## src/rtl/stage_execute.sv

```systemverilog
// Execute stage: single-cycle ALU/address generation plus a 32-step shift-add multiplier
// that stalls decode while it iterates. All outputs are registered.
module stage_execute #(
    parameter int depth = 2048
) (
    input  logic        clk,
    input  logic        rst,
    input  logic        in_valid,
    input  logic        flush,
    input  logic [4:0]  instr_type_in,
    input  logic [31:0] decode_ireg_out,
    input  logic [31:0] operand_a,
    input  logic [31:0] operand_b,
    input  logic [31:0] imm,
    output logic        stall,
    output logic [4:0]  current_instr_type,
    output logic [31:0] alu_result,
    output logic [31:0] memory_read_address,
    output logic [31:0] memory_write_address,
    output logic [31:0] memory_write_data,
    output logic [31:0] execute_ireg_out
);

    typedef enum logic [0:0] {
        IDLE     = 1'b0,
        MUL_BUSY = 1'b1
    } state_t;

    localparam logic [4:0]  T_NOP   = 5'd0;
    localparam logic [4:0]  T_ADD   = 5'd1;
    localparam logic [4:0]  T_SUB   = 5'd2;
    localparam logic [4:0]  T_AND   = 5'd3;
    localparam logic [4:0]  T_OR    = 5'd4;
    localparam logic [4:0]  T_XOR   = 5'd5;
    localparam logic [4:0]  T_SLL   = 5'd6;
    localparam logic [4:0]  T_SRL   = 5'd7;
    localparam logic [4:0]  T_LOAD  = 5'd8;
    localparam logic [4:0]  T_STORE = 5'd9;
    localparam logic [4:0]  T_MUL   = 5'd10;
    localparam logic [31:0] addr_mask = 32'(depth) - 32'd1;

    state_t      state_r, state_nxt_s;
    logic [31:0] mul_a_r, mul_a_nxt_s;
    logic [31:0] mul_b_r, mul_b_nxt_s;
    logic [31:0] mul_acc_r, mul_acc_nxt_s;
    logic [31:0] mul_ireg_r, mul_ireg_nxt_s;
    logic [4:0]  mul_cnt_r, mul_cnt_nxt_s;
    logic [31:0] mul_sum_s;

    logic [4:0]  type_nxt_s;
    logic [31:0] alu_nxt_s, rd_addr_nxt_s, wr_addr_nxt_s, wr_data_nxt_s, ireg_nxt_s;

    logic [4:0]  op_type_s;
    logic [31:0] op_alu_s, op_rd_addr_s, op_wr_addr_s, op_wr_data_s, eff_addr_s;

    assign stall = (state_r == MUL_BUSY);

    // Single-cycle result for a non-multiply instruction presented by decode.
    always_comb begin
        eff_addr_s   = (operand_a + imm) & addr_mask;
        op_type_s    = instr_type_in;
        op_alu_s     = 32'd0;
        op_rd_addr_s = 32'd0;
        op_wr_addr_s = 32'd0;
        op_wr_data_s = 32'd0;
        case (instr_type_in)
            T_NOP:   op_alu_s = 32'd0;
            T_ADD:   op_alu_s = operand_a + operand_b;
            T_SUB:   op_alu_s = operand_a - operand_b;
            T_AND:   op_alu_s = operand_a & operand_b;
            T_OR:    op_alu_s = operand_a | operand_b;
            T_XOR:   op_alu_s = operand_a ^ operand_b;
            T_SLL:   op_alu_s = operand_a << operand_b[4:0];
            T_SRL:   op_alu_s = operand_a >> operand_b[4:0];
            T_LOAD: begin
                op_alu_s     = eff_addr_s;
                op_rd_addr_s = eff_addr_s;
            end
            T_STORE: begin
                op_alu_s     = eff_addr_s;
                op_wr_addr_s = eff_addr_s;
                op_wr_data_s = operand_b;
            end
            default: op_type_s = T_NOP;
        endcase
    end

    // Next-state and next-output selection; every edge loads a bubble unless a result is due.
    always_comb begin
        state_nxt_s    = state_r;
        mul_a_nxt_s    = mul_a_r;
        mul_b_nxt_s    = mul_b_r;
        mul_acc_nxt_s  = mul_acc_r;
        mul_ireg_nxt_s = mul_ireg_r;
        mul_cnt_nxt_s  = mul_cnt_r;
        type_nxt_s     = T_NOP;
        alu_nxt_s      = 32'd0;
        rd_addr_nxt_s  = 32'd0;
        wr_addr_nxt_s  = 32'd0;
        wr_data_nxt_s  = 32'd0;
        ireg_nxt_s     = 32'd0;
        // multiplicand shifts left and multiplier shifts right, so bit 0 selects each partial product
        mul_sum_s      = mul_acc_r + (mul_b_r[0] ? mul_a_r : 32'd0);

        if (flush) begin
            state_nxt_s = IDLE;
        end else begin
            case (state_r)
                IDLE: begin
                    if (in_valid && (instr_type_in == T_MUL)) begin
                        state_nxt_s    = MUL_BUSY;
                        mul_a_nxt_s    = operand_a;
                        mul_b_nxt_s    = operand_b;
                        mul_acc_nxt_s  = 32'd0;
                        mul_cnt_nxt_s  = 5'd0;
                        mul_ireg_nxt_s = decode_ireg_out;
                    end else if (in_valid) begin
                        type_nxt_s    = op_type_s;
                        alu_nxt_s     = op_alu_s;
                        rd_addr_nxt_s = op_rd_addr_s;
                        wr_addr_nxt_s = op_wr_addr_s;
                        wr_data_nxt_s = op_wr_data_s;
                        ireg_nxt_s    = decode_ireg_out;
                    end else begin
                        state_nxt_s = IDLE;
                    end
                end
                MUL_BUSY: begin
                    mul_acc_nxt_s = mul_sum_s;
                    mul_a_nxt_s   = mul_a_r << 1;
                    mul_b_nxt_s   = mul_b_r >> 1;
                    mul_cnt_nxt_s = mul_cnt_r + 5'd1;
                    if (mul_cnt_r == 5'd31) begin
                        state_nxt_s = IDLE;
                        type_nxt_s  = T_MUL;
                        alu_nxt_s   = mul_sum_s;
                        ireg_nxt_s  = mul_ireg_r;
                    end else begin
                        state_nxt_s = MUL_BUSY;
                    end
                end
                default: state_nxt_s = IDLE;
            endcase
        end
    end

    // FSM state register.
    always_ff @(posedge clk or posedge rst) begin
        if (rst) begin
            state_r <= IDLE;
        end else begin
            state_r <= state_nxt_s;
        end
    end

    // Multiplier working registers and registered stage outputs.
    always_ff @(posedge clk or posedge rst) begin
        if (rst) begin
            mul_a_r              <= 32'd0;
            mul_b_r              <= 32'd0;
            mul_acc_r            <= 32'd0;
            mul_ireg_r           <= 32'd0;
            mul_cnt_r            <= 5'd0;
            current_instr_type   <= 5'd0;
            alu_result           <= 32'd0;
            memory_read_address  <= 32'd0;
            memory_write_address <= 32'd0;
            memory_write_data    <= 32'd0;
            execute_ireg_out     <= 32'd0;
        end else begin
            mul_a_r              <= mul_a_nxt_s;
            mul_b_r              <= mul_b_nxt_s;
            mul_acc_r            <= mul_acc_nxt_s;
            mul_ireg_r           <= mul_ireg_nxt_s;
            mul_cnt_r            <= mul_cnt_nxt_s;
            current_instr_type   <= type_nxt_s;
            alu_result           <= alu_nxt_s;
            memory_read_address  <= rd_addr_nxt_s;
            memory_write_address <= wr_addr_nxt_s;
            memory_write_data    <= wr_data_nxt_s;
            execute_ireg_out     <= ireg_nxt_s;
        end
    end

endmodule

```

## config.mk

```make
export PLATFORM = sky130hd
export DESIGN_NAME = stage_execute
export DESIGN_NICKNAME = d
export VERILOG_FILES = /design/src/rtl/stage_execute.sv
export SDC_FILE = /design/constraint.sdc
export NUM_CORES = 1
export LEC_CHECK = 0
export CAP_MARGIN = 20
export CELL_PAD_IN_SITES_DETAIL_PLACEMENT = 0
export CELL_PAD_IN_SITES_GLOBAL_PLACEMENT = 1
export CORE_MARGIN = 2
export CORE_UTILIZATION = 45
export DETAILED_ROUTE_END_ITERATION = 10
export GPL_TIMING_DRIVEN = 0
export PLACE_DENSITY = 0.91
export SLEW_MARGIN = 10
export SYNTH_ARGS = -nofsm -noshare
export SYNTH_HDL_FRONTEND = slang
export SYNTH_SLANG_ARGS = --single-unit
```

## constraint.sdc

```tcl
create_clock -name clk -period 15.7 [get_ports clk]
set_clock_uncertainty 0.15 [all_clocks]
set_input_delay 3.14 -clock clk [delete_from_list [all_inputs] [get_ports clk]]
set_output_delay 3.14 -clock clk [all_outputs]
set_load 0.05 [all_outputs]
```

==> impl_metrics.csv, run 1 <==
group,metric,value,unit
route,firstDrtPassIters,6,
cts,clkLatencyLatePin,610,ps
status,outcome,"complete, no violations",
die,io_pins,303,
route,vias,19190,
final_layout,fillCellCount,3941,
die,core,42980,µm²
grt,grt_overflow,0,
die,die-height,212.2,µm
route,wl_per_cell,28.02,µm
power_and_ir_drop,seq_power_share,0.357,
setup_path,start_kind,"input pin",
timing,holdWs,327.9,ps
die,initial_utilization,0.4539,
power_and_ir_drop,p_int,0.001436,W
placed_design,dp_slack,5161,ps
cts,cts-hold-fix-buffers,0,
route,drt_wl_total,87.48,mm
route,first_iter_violations,1745,
cts,clk_pin_slew_worst_paths,60,ps
cts,postCtsSetupBuffers,0,
grt,antenna_found_initial,3,
min_path,hold_start,"mul_cnt_r[4]",
power_and_ir_drop,pwr-share-comb,0.302,
logic_synthesis,synth_ff_type,"dfrtp_1",
setup_path,required,16030,ps
setup_path,worst_setup_path_end_kind,"register",
placed_design,port_buffers,239,
cts,clock-sinks,257,
logic_synthesis,ys_ff_latch,257,
logic_synthesis,avgSynthCellArea,8.889,µm²
logic_synthesis,synth_edf_count,0,
grt,grt_pass1_wl,124.7,mm
setup_path,crit_start,"operand_b[0]",
grt,use_met2,0.6125,
power_and_ir_drop,net-switching-power,0.0007711,W
final_layout,drive_above_1_share,0.08320,
cts,cts-resized-gates,0,
route,via_per_inst,6.147,
logic_synthesis,postSynthCellCount,2195,
timing,rsz0062_at_grt,"false",
final_layout,layout-area-overhead-vs-synth,22.84,%
power_and_ir_drop,p_per_area,92.10,nW/µm²
logic_synthesis,netlist_area,19510,µm²
grt,grt_max_degree,96,
placed_design,gp_congestion,1.056,
timing,worst_pin_slew,1181,ps
final_layout,finalNetCount,2795,
logic_synthesis,yosys.cell_types.count,75,
power_and_ir_drop,p_leak,10.71,nW
timing,fin_crit,9829,ps
cts,cts_tree,"built",
logic_synthesis,synth-seq-area-share,0.3296,
timing,timing.slew.headroom,0.2130,
timing,tns,0,ps
setup_path,setup.worst_path.class,"input pin to register",
power_and_ir_drop,ir_drop,0.08762,mV
run,timing.max_cap.violations,0,
grt,top_usage_layer,"met2",
grt,grtUsageTotal,0.3815,
cts,h-tree-depth,1,
timing,timing.final.crit_share,0.6261,
timing,fin_ws,5871,ps
min_path,hp-class,"register to register",
route,ant_nets,0,
grt,grt_pass1_vias,19010,
setup_path,crit_arrival,10160,ps
die,die_w,212.2,µm
cts,cts_root_buf,"clkbuf_16",
final_layout,fin_util,0.5576,
power_and_ir_drop,switching_share,0.3493,
setup_path,critPathMaxFanout,12,
timing,fmax,101.7,MHz
grt,use_met3,0.09852,
timing,hold_violations,0,
setup_path,rr_startpoint,"stall",
power_and_ir_drop,clkPwrFrac,0.341,
timing,drv_slew,0,
cts,clock_path_buffers,3,
die,die_area,45040,µm²
cts,cts-buffers-inserted,29,
placed_design,dp.final_hpwl,69.44,mm
die,placementRows,76,
route,drc,0,
logic_synthesis,ys_warn_count,0,
logic_synthesis,async_reset_ff_frac,1.000,
grt,grtUsageMet1,0.4904,
timing,setup_viol,0,
path summary, 6_finish.rpt:
| kind | endpoint | slack (ps) | depth (start not counted) |
|---|---|---|---|
| max in group asynchronous | memory_write_address[8] | 11270 | 4 |
| worst max-delay path | alu_result[29] | 5870 | 23 |
| min in group asynchronous | alu_result[21] | 2840 | 2 |
| worst max register to register | alu_result[21] | 11310 | 9 |
| worst min-delay path | mul_cnt_r[4] | 330 | 2 |
| worst min register to register | mul_cnt_r[4] | 330 | 2 |
power groups by stage:
stage                     Combinational [W]  Clock [W]  Sequential, W
after floorplan                    0.000400          0       0.000800
after global placement             0.000630          0       0.000795
after detailed placement           0.000644          0       0.000798
after CTS                          0.000648   0.000761       0.000787
after global routing               0.000714   0.000786       0.000797
final                              0.000667   0.000753       0.000788
per-layer routing:
metal  wire length, µm  share of wire
met5                13        0.00015
met4              4018          0.046
met3              8498          0.097
met2             39920           0.46
met1             35020           0.40
synth_stat cells, types with 19 or more instances:
| library cell | number | share of area |
|---|---|---|
| ha_1 | 140 | 0.090 |
| mux2i_1 | 48 | 0.025 |
| nor2_1 | 186 | 0.036 |
| clkbuf_1 | 132 | 0.025 |
| dfrtp_1 | 257 | 0.33 |
| nor3_1 | 26 | 0.0067 |
| xnor2_1 | 65 | 0.029 |
| a21oi_1 | 120 | 0.031 |
| a221oi_1 | 24 | 0.011 |
| mux4_2 | 48 | 0.055 |
| o22ai_1 | 24 | 0.0077 |
| mux2_2 | 38 | 0.022 |
| a31oi_1 | 21 | 0.0067 |
| a21o_1 | 30 | 0.012 |
| o21ai_0 | 190 | 0.049 |
| a22oi_1 | 19 | 0.0073 |
| nand2_1 | 256 | 0.049 |
| a22o_1 | 55 | 0.025 |
| inv_1 | 82 | 0.016 |
| buf_4 | 42 | 0.016 |
| nand3_1 | 28 | 0.0072 |
| xor2_1 | 29 | 0.013 |
| o31a_1 | 60 | 0.027 |
| and2_1 | 39 | 0.013 |
area by class of cell:
class                      count  area [µm²]  area share
multi-input combinational   1705       12050      0.5028
clock buffer                  37       805.8     0.03362
buffer                       191       883.3     0.03686
inverter                      84       322.8     0.01347
timing repair buffer         247        2489      0.1038
tap                          585       732.0     0.03054
clock inverter                15       249.0     0.01039
sequential                   257        6431      0.2683
antenna                        1       2.502   0.0001044
sequential cells by signal, indices dropped and copies added (netlist names):
name	count
memory_write_data	32
execute_ireg_out	32
memory_read_address	11
alu_result	32
mul_b_r	32
current_instr_type	5
mul_acc_r	32
mul_ireg_r	32
stall	1
mul_cnt_r	5
mul_a_r	32
memory_write_address	11
through the flow:
| step | cell area (µm²) | total power, W | instances |
|---|---|---|---|
| 2_1_floorplan | 19670 | 0.001201 | 2237 |
| 3_3_place_gp | 22790 | 0.001425 | 3061 |
| 3_5_place_dp | 22900 | 0.001441 | 3068 |
| 4_1_cts | 23960 | 0.002196 | 3120 |
| 5_1_grt | 23960 | 0.002296 | 3121 |
| 6_report | 23970 | 0.002207 | 3122 |
cell usage in the layout, fill, tap and decap left out, types with 16 or more instances in the layout:
master / netlist / layout
a211oi_1: 17 / 17
a21o_1: 30 / 30
a21oi_1: 120 / 120
a221oi_1: 24 / 24
a22o_1: 55 / 55
a22oi_1: 19 / 19
a31oi_1: 21 / 21
and2_1: 39 / 39
and3_1: 16 / 16
buf_4: 42 / 44
clkbuf_1: 132 / 135
clkbuf_16: 0 / 29
clkdlybuf4s50_1: 0 / 239
conb_1: 1 / 43
dfrtp_1: 257 / 257
ha_1: 140 / 140
inv_1: 82 / 81
mux2_2: 38 / 38
mux2i_1: 48 / 48
mux4_2: 48 / 48
nand2_1: 256 / 256
nand2b_1: 17 / 17
nand3_1: 28 / 28
nor2_1: 186 / 186
nor3_1: 26 / 25
o21ai_0: 190 / 190
o22ai_1: 24 / 24
o31a_1: 60 / 60
xnor2_1: 65 / 65
xor2_1: 29 / 29
logic make-up after synthesis:
logic type	Yosys count	synth area share
AO/OA/AOI/OAI	668	0.2293
XOR/XNOR	94	0.04220
adder cells (fa/ha/maj)	143	0.09286
buffers and inverters	275	0.06143
flip-flops	257	0.3296
multiplexers	134	0.1020
other	1	0.0001922
AND/OR/NAND/NOR	623	0.1424
critical path, cell delays in order:
cell,delay (ps)
clkdlybuf4s50_1,460
clkbuf_1,200
buf_2,260
inv_1,130
clkbuf_1,480
clkbuf_1,660
ha_1,320
nand2_1,150
or4_4,540
or4_4,520
nor2_4,160
a41oi_1,150
xnor2_1,160
ha_1,280
clkbuf_1,290
nand4_1,230
a211oi_1,540
o311ai_0,230
clkbuf_2,210
a21oi_1,240
mux2i_1,220
o311ai_0,310
a21o_1,260
(Power assumes the default switching activity.)
==> run 2, diff against run 1 <==
- CORE_UTILIZATION: 45 -> 38
- PLACE_DENSITY: 0.91 -> 0.82
- clock period: 15.7 -> 8.3 ns (I/O delays scaled with it)
==> impl_metrics.csv, run 2 (synthesis gave the netlist of run 1 again) <==
group,metric,value,unit
final_layout,drive_above_1_share,0.08504,
power_and_ir_drop,ir_drop,0.1669,mV
placed_design,place_area,23090,µm²
setup_path,start_kind,"input pin",
final_layout,final_common_cell,"dfrtp_1",
die,die-height,230.6,µm
power_and_ir_drop,p_int,0.002603,W
final_layout,final_cell_mix,"dfrtp_1, nand2_1, clkdlybuf4s50_1, o21ai_0, nor2_1",
grt,grtUsageTotal,0.3193,
placed_design,placedCellCount,3166,
timing,hold_violations,0,
setup_path,crit_arrival,8310,ps
setup_path,required,8580,ps
power_and_ir_drop,pwr-share-comb,0.311,
cts,cts_tree,"built",
cts,clock-sinks,257,
power_and_ir_drop,p_per_area,168.0,nW/µm²
cts,clkLatencyLatePin,590,ps
cts,clock_path_buffers,3,
grt,grt_pass1_wl,125.8,mm
placed_design,dp.final_hpwl,69.73,mm
die,io_pins,303,
cts,cts_root_buf,"clkbuf_16",
final_layout,fillCellCount,4891,
timing,worst_pin_slew,1212,ps
final_layout,layout-area-overhead-vs-synth,23.50,%
die,die_w,230.6,µm
cts,clk_pin_slew_worst_paths,60,ps
power_and_ir_drop,p_leak,10.71,nW
timing,fmax,124.5,MHz
power_and_ir_drop,switching_share,0.3569,
power_and_ir_drop,seq_power_share,0.368,
route,drc,0,
die,placementRows,83,
run,timing.max_cap.violations,0,
placed_design,port_buffers,239,
route,vias,19076,
setup_path,worst_setup_path_end_kind,"register",
die,core,50990,µm²
grt,grt_overflow,0,
route,ant_nets,0,
grt,antenna_found_initial,6,
route,firstDrtPassIters,8,
status,outcome,"complete, no violations",
placed_design,gp_congestion,1.028,
final_layout,fin_util,0.4726,
die,initial_utilization,0.3826,
timing,holdWs,330.7,ps
route,via_per_inst,5.922,
timing,timing.final.crit_share,0.9675,
cts,postCtsSetupBuffers,0,
grt,grt_max_degree,40,
final_layout,finalNonFillerCells,3221,
route,first_iter_violations,1842,
final_layout,fin_area,24100,µm²
setup_path,critPathMaxFanout,10,
min_path,hp-class,"register to register",
grt,grt_pass1_vias,18724,
final_layout,finalNetCount,2798,
power_and_ir_drop,net-switching-power,0.001444,W
setup_path,setup.worst_path.class,"input pin to register",
cts,h-tree-depth,1,
timing,rsz0062_at_grt,"false",
cts,cts-buffers-inserted,30,
die,die_area,53170,µm²
timing,setup_viol,0,
route,wl_per_cell,26.98,µm
route,drt_wl_total,86.90,mm
timing,fin_crit,8031,ps
timing,drv_slew,0,
timing,timing.slew.headroom,0.1920,
power_and_ir_drop,clkPwrFrac,0.321,
## run 2: changes by cell type in the layout (fill, tap and decap cells not counted), moves of 2 or more
cell | previous run | this run
buf_12 | 0 | 7
buf_16 | 2 | 0
bufinv_16 | 6 | 1
clkbuf_1 | 135 | 137
clkinv_4 | 0 | 2
## run 2: worst paths after layout
path | startpoint | end | slack [ps] | depth (start not counted)
min in group asynchronous | rst | alu_result[14] | 1310 | 2
hold / removal | mul_b_r[15] | mul_b_r[15] | 330 | 2
hold reg to reg | mul_b_r[15] | mul_b_r[15] | 330 | 2
setup reg to reg | stall | alu_result[21] | 3980 | 9
setup / recovery | operand_b[3] | alu_result[26] | 270 | 16
max in group asynchronous | rst | mul_b_r[13] | 5610 | 5
## run 2: repair_timing
action	CTS	global route
hold buffers	0	0
endpoints found under the setup margin	2	2
resized for setup	1	2
## run 2: cell type report
type	instances	area [µm²]	area share
clock buffer	42	855.8	0.03552
tap	680	850.8	0.03531
inverter	84	319.1	0.01324
timing repair buffer	249	2552	0.1059
antenna	1	2.502	0.0001039
buffer	191	884.6	0.03671
sequential	257	6431	0.2669
multi-input combinational	1705	12070	0.5008
clock inverter	12	132.6	0.005504
## run 2: worst max-delay path, stage by stage
cell and delay [ps]:
clkdlybuf4s50_1 690, clkbuf_1 520, clkbuf_1 600, clkbuf_1 660
o21ai_0 270, xnor2_1 190, ha_1 360, o21ai_0 100
a21oi_1 90, o311ai_0 870, o21ai_0 640, a21oi_1 490
o21ai_0 320, a311oi_1 400, xor2_1 280, o221ai_1 140
## run 2: power by group through the flow
stage	combinational [W]	sequential [W]	clock [W]
floorplan	0.000757	0.00151	0
global route	0.00135	0.00151	0.00139
CTS	0.00123	0.00149	0.00133
finish	0.00126	0.00149	0.00130
global placement	0.00119	0.00150	0
detailed placement	0.00122	0.00151	0
## run 2: layer usage
metal / share of wire / global-route usage / up-vias
li1: - / - / 8507
met1: 0.41 / 0.4159 / 9493
met2: 0.47 / 0.5250 / 909
met3: 0.089 / 0.06756 / 159
met4: 0.038 / 0.1115 / 8
met5: 0.00060 / 0 / -
## run 2: per-stage QoR
step	power [W]	setup TNS, ps	setup slack (ps)
detailed placement	0.002729	-4158	-795.3
floorplan	0.002271	0	1724
global placement	0.002697	-6038	-736.2
global route	0.004240	0	86.25
CTS	0.004045	0	81.10
finish	0.004047	0	269.5
==> run 3, diff against run 2 <==
- CORE_MARGIN: 2 -> not set
==> impl_metrics.csv, run 3 (synthesis gave the netlist of run 1 again) <==
group,metric,value,unit
status,outcome,"complete, no violations",
final_layout,layout-area-overhead-vs-synth,24.00,%
final_layout,drive_above_1_share,0.08543,
min_path,hp-class,"register to register",
setup_path,setup.worst_path.class,"input pin to register",
placed_design,dp.final_hpwl,74.84,mm
placed_design,placedCellCount,3159,
die,die-height,228.6,µm
timing,worst_pin_slew,1215,ps
final_layout,fin_util,0.4803,
timing,setup_viol,0,
route,via_per_inst,5.973,
cts,clk_pin_slew_worst_paths,60,ps
run,timing.max_cap.violations,0,
route,ant_nets,0,
route,drc,0,
cts,clkLatencyLatePin,600,ps
route,vias,19203,
die,core,50380,µm²
grt,grt_max_degree,41,
setup_path,reg2reg_slack,3900,ps
setup_path,start_kind,"input pin",
die,die_w,228.6,µm
cts,cts_root_buf,"clkbuf_16",
grt,grt_overflow,0,
setup_path,worst_setup_path_end_kind,"register",
route,drt_wl_total,92.42,mm
final_layout,finalNonFillerCells,3215,
cts,clock_path_buffers,3,
placed_design,place_area,23090,µm²
grt,grt_pass1_wl,131.5,mm
timing,fmax,123.4,MHz
cts,cts-hold-fix-buffers,0,
cts,clock-sinks,257,
die,die_area,52260,µm²
power_and_ir_drop,p_leak,10.76,nW
power_and_ir_drop,p_per_area,175.3,nW/µm²
timing,drv_slew,0,
route,firstDrtPassIters,6,
timing,hold_violations,0,
final_layout,fillCellCount,4839,
setup_path,crit_arrival,8390,ps
final_layout,fin_area,24190,µm²
final_layout,finalNetCount,2799,
placed_design,gp_congestion,0.9909,
timing,rsz0062_at_grt,"false",
timing,fin_crit,8107,ps
cts,h-tree-depth,1,
setup_path,critPathMaxFanout,10,
power_and_ir_drop,total_power,0.004241,W
grt,antenna_found_initial,4,
final_layout,final_common_cell,"dfrtp_1",
grt,grt_pass1_vias,18709,
timing,tns,0,ps
setup_path,required,8590,ps
route,first_iter_violations,1732,
route,wl_per_cell,28.75,µm
grt,grtUsageTotal,0.3451,
cts,cts_tree,"built",
timing,timing.slew.headroom,0.1900,
die,initial_utilization,0.3873,
timing,timing.final.crit_share,0.9767,
placed_design,port_buffers,239,
die,io_pins,303,
die,placementRows,82,
power_and_ir_drop,ir_drop,0.1641,mV
final_layout,final_cell_mix,"dfrtp_1, nand2_1, clkdlybuf4s50_1, o21ai_0, nor2_1",
cts,cts-buffers-inserted,29,
## run 3: cell types whose count changed in the layout (fill, tap and decap cells not counted), moves of 2 or more
| cell | previous run | this run |
|---|---|---|
| diode_2 | 1 | 3 |
| buf_2 | 8 | 10 |
| buf_4 | 44 | 42 |
| bufinv_16 | 1 | 7 |
| clkinv_4 | 2 | 0 |
## run 3: stage by stage
step | hold WS, ps | setup WS, ps
6_report | 331.5 | 193.3
3_5_place_dp | 315.3 | -863.7
4_1_cts | 331.3 | 19.64
5_1_grt | 351.4 | 32.26
3_3_place_gp | 312.0 | -786.5
2_1_floorplan | 295.3 | 1724
## run 3: what timing repair did
item	in CTS	in global routing
setup endpoints to repair	3	1
resized for setup	1	1
buffers inserted	0	0
## run 3: power breakdown
| part | internal [W] | switching (W) |
|---|---|---|
| combinational | 0.000453 | 0.000829 |
| clock | 0.000911 | 0.000557 |
| sequential | 0.00140 | 0.0000955 |
## run 3: layout make-up
type                       instances  area, µm²  area share
clock inverter                    12      252.7     0.01045
clock buffer                      40      827.0     0.03418
multi-input combinational       1705      12070      0.4988
antenna                            3      7.507   0.0003103
buffer                           191      884.6     0.03656
tap                              672      840.8     0.03475
sequential                       257       6431      0.2658
inverter                          84      319.1     0.01319
timing repair buffer             251       2564      0.1060
## run 3: final timing paths
kind / cells after the start / startpoint / endpoint
setup / recovery: 16 / operand_b[3] / alu_result[24]
hold / removal: 2 / mul_b_r[27] / mul_b_r[27]
setup reg to reg: 9 / stall / alu_result[21]
hold reg to reg: 2 / mul_b_r[27] / mul_b_r[27]
max in group asynchronous: 5 / rst / memory_write_data[6]
min in group asynchronous: 2 / rst / mul_acc_r[16]
## run 3: worst max-delay path, cell delays in order
cell	delay [ps]
clkdlybuf4s50_1	650
clkbuf_1	550
clkbuf_1	620
clkbuf_1	710
o21ai_0	260
xnor2_1	190
ha_1	400
o21ai_0	110
a21oi_1	230
o311ai_0	330
o21ai_0	960
a21oi_1	320
o211ai_1	720
a31oi_1	200
xor2_1	310
o21ai_0	160
## run 3: per-layer routing
layer  vias to the layer above  share of wire  wire length, µm  global-route usage
met5                         -              0                0                   0
met4                         0          0.030             2794             0.09585
met3                       138          0.084             7778             0.06312
met2                       878           0.46            42560              0.5597
met1                      9656           0.43            39290              0.4694
li1                       8531              -                -                   -
==> patch: new RTL, settings of run 3 <==
Reset style: synchronous (`rst`), changed in 2 clocked blocks.
--- a/src/rtl/stage_execute.sv
+++ b/src/rtl/stage_execute.sv
@@ -145,7 +145,7 @@
     end
 
     // FSM state register.
-    always_ff @(posedge clk or posedge rst) begin
+    always_ff @(posedge clk) begin
         if (rst) begin
             state_r <= IDLE;
         end else begin
@@ -154,7 +154,7 @@
     end
 
     // Multiplier working registers and registered stage outputs.
-    always_ff @(posedge clk or posedge rst) begin
+    always_ff @(posedge clk) begin
         if (rst) begin
             mul_a_r              <= 32'd0;
             mul_b_r              <= 32'd0;
Behaviour: differs if rst is asserted again (counterexample within 4 cycles, from zero or initial values and one cycle with rst high); with rst held inactive, the same outputs for 4 cycles.
==> patch against run 3 <==
- total power down 20%
- synthesized area down 6.5%
- routed wire length down 9.8%
- sequential power down 16%
- non-clock buffer count down 13
- maximum frequency up 2.7%
- via count down 1.0%
- sequential cell count unchanged
- worst setup slack better by 0.21 ns
- final area down 6.9%
- highest routed layer is now met5
==> patch: results (changes against run 3) <==
- The flow ran to the end, and the final reports show no timing, DRC or antenna violations.
- The share of layout cells above drive strength 1 came to 7.43% (-1.1 points).
- The post-synthesis sequential area ratio came to 28.2% (-4.8 points).
- The number of antenna violations at the first check in global routing is 3 (-1).
- The reg2reg setup slack came to 4.28 ns (+0.38 ns).
- The weighted congestion reported at the end of routability-driven placement is 1.06 (+6.7%).
- The maximum number of buffers from clock root to sink is 3 (unchanged).
- The reported sequential group power was 1.25 mW (-16%).
- The maximum vdd drop came to 171 uV (+4.3%).
- The slowest stage of the critical path belongs to the cell sky130_fd_sc_hd__nor4b_1.
- The fraction of registers with async set or reset after synthesis came to 0% (-100 points).
- The cell sitting at the root of the clock tree is a sky130_fd_sc_hd__clkbuf_16.
- The worst hold path terminates at mul_ireg_r[3].
- The number of DRC markers in iteration 0 is 1,731 (-0.058%).
- The first-pass GRT wire length is 121 mm (-8.0%).
- The maximum number of pins on one net before global-route repair is 17 (-59%).
- The internal cell power was 2.30 mW (-17%).
- The area of placed instances is 0.0215 sq mm (-6.7%).
- The leakage power figure is 8.80 nW (-18%).
- The via count of the first global-routing pass is 18,400 (-1.9%).
- The number of buffers created by CTS is 30 (+3.4%).
- The startpoint identified for the worst hold timing path is mul_ireg_r[3].
- The worst reg2reg path depth was 13 (+4).
- The clock latency on the worst-skew pair came to 0.63 ns (+0.03 ns).
- The via total after detailed routing came to 19,000 (-1.0%).
- The post-cts repair resize count was 0 (-1).
- The largest incremental delay on the critical path came to 0.75 ns (-0.21 ns).
- Among all flip-flop cells after synthesis, the most frequent one is sky130_fd_sc_hd__dfxtp_1.
- The switching share of power is 32.3% (-2.6 points).
- The arrival time of the worst setup path is 8.18 ns (-0.21 ns).
- The setup slack after placement is 0.0233 ns (+0.887 ns).
- The largest fanout on the critical path came to 10 (unchanged).
- The post-synthesis area per instance is 8.15 sq um (-8.3%).
- After synthesis, the cell types taking the most area are sky130_fd_sc_hd__dfxtp_1 (28%), sky130_fd_sc_hd__ha_1 (9.6%), sky130_fd_sc_hd__mux4_2 (7.7%), sky130_fd_sc_hd__a21oi_1 (5.6%), sky130_fd_sc_hd__nor2_1 (5.5%).
- The cell count after placement is 3,125 (-1.1%).
- The combinational logic power is 815 uW (-36%).
- In this run the critical register-to-register path is captured at alu_result[30].
- The HPWL after detailed placement is 64.8 mm (-13%).
- By count the netlist is led by sky130_fd_sc_hd__nor2_1 (266), sky130_fd_sc_hd__dfxtp_1 (257), sky130_fd_sc_hd__a21oi_1 (204).
- The critical register-to-register path startpoint is mul_b_r[0].
- The count of unique library cells instantiated by Yosys is 72 (-4.0%).
- The worst hold slack across all endpoints is 0.300 ns (-0.0318 ns).
- The average via count per standard cell is 5.98 (+0.13%).
- The actual transition at the worst max-transition pin is 1.17 ns (-0.0463 ns).
- The final layout net count is 2,830 (+1.1%).
- The per-cell routed wire length came to 26.2 um (-8.8%).
- The number of buffer cells added on primary ports was 236 (-1.3%).
- The number of buffers added for setup after CTS came to 0 (unchanged).
- The global-route usage over all layers was 33.1% (-1.5 points).
- The tightest min-delay check is of the reg -> reg type.
[patch: how the worst max path moves through the flow]
stage / from / endpoint / slack, ns / depth (start not counted)
finish: operand_b[0] / alu_result[21] / 0.40 / 22
global route: operand_b[0] / alu_result[21] / 0.35 / 22
global placement: operand_b[0] / alu_result[21] / -0.02 / 22
CTS: operand_b[0] / alu_result[21] / 0.64 / 22
floorplan: operand_b[0] / alu_result[30] / 2.37 / 22
detailed placement: operand_b[0] / alu_result[21] / 0.02 / 22
[patch: critical path: cells and delay by family]
| family | cells | cell delay (ns) |
|---|---|---|
| AO/OA/AOI/OAI | 5 | 2.12 |
| AND/OR/NAND/NOR | 8 | 2.18 |
| adder cells (fa/ha/maj) | 2 | 0.57 |
| buffers and inverters | 6 | 1.51 |
| XOR/XNOR | 1 | 0.11 |
[patch: final cells by class]
| class | instances | area, sq um |
|---|---|---|
| Clock buffer | 42 | 846 |
| Sequential cell | 257 | 5140 |
| Tap cell | 607 | 759 |
| Inverter | 130 | 488 |
| Fill cell | 4528 | 24400 |
| Buffer | 192 | 913 |
| Antenna cell | 1 | 2.50 |
| Multi-Input combinational cell | 1702 | 11900 |
| Clock inverter | 10 | 136 |
| Timing Repair Buffer | 237 | 2370 |
[patch: layer usage]
metal / part of all wire (%) / GRT usage, % / vias to the layer above
met4: 6.3 / 18.1 / 4
met3: 9.2 / 7.18 / 230
met5: 0.040 / 0 / -
li1: - / - / 8592
met2: 45 / 52.4 / 1010
met1: 40 / 41.8 / 9170
[patch: logic make-up after synthesis]
family | after synthesis | share of synthesized area (%)
mux | 110 | 10.3
fa+ha+maj | 143 | 9.93
flops | 257 | 28.2
other cells | 1 | 0.0206
xor+xnor | 96 | 4.61
simple gates | 668 | 16.4
buf+inv | 322 | 7.68
compound gates | 642 | 22.8
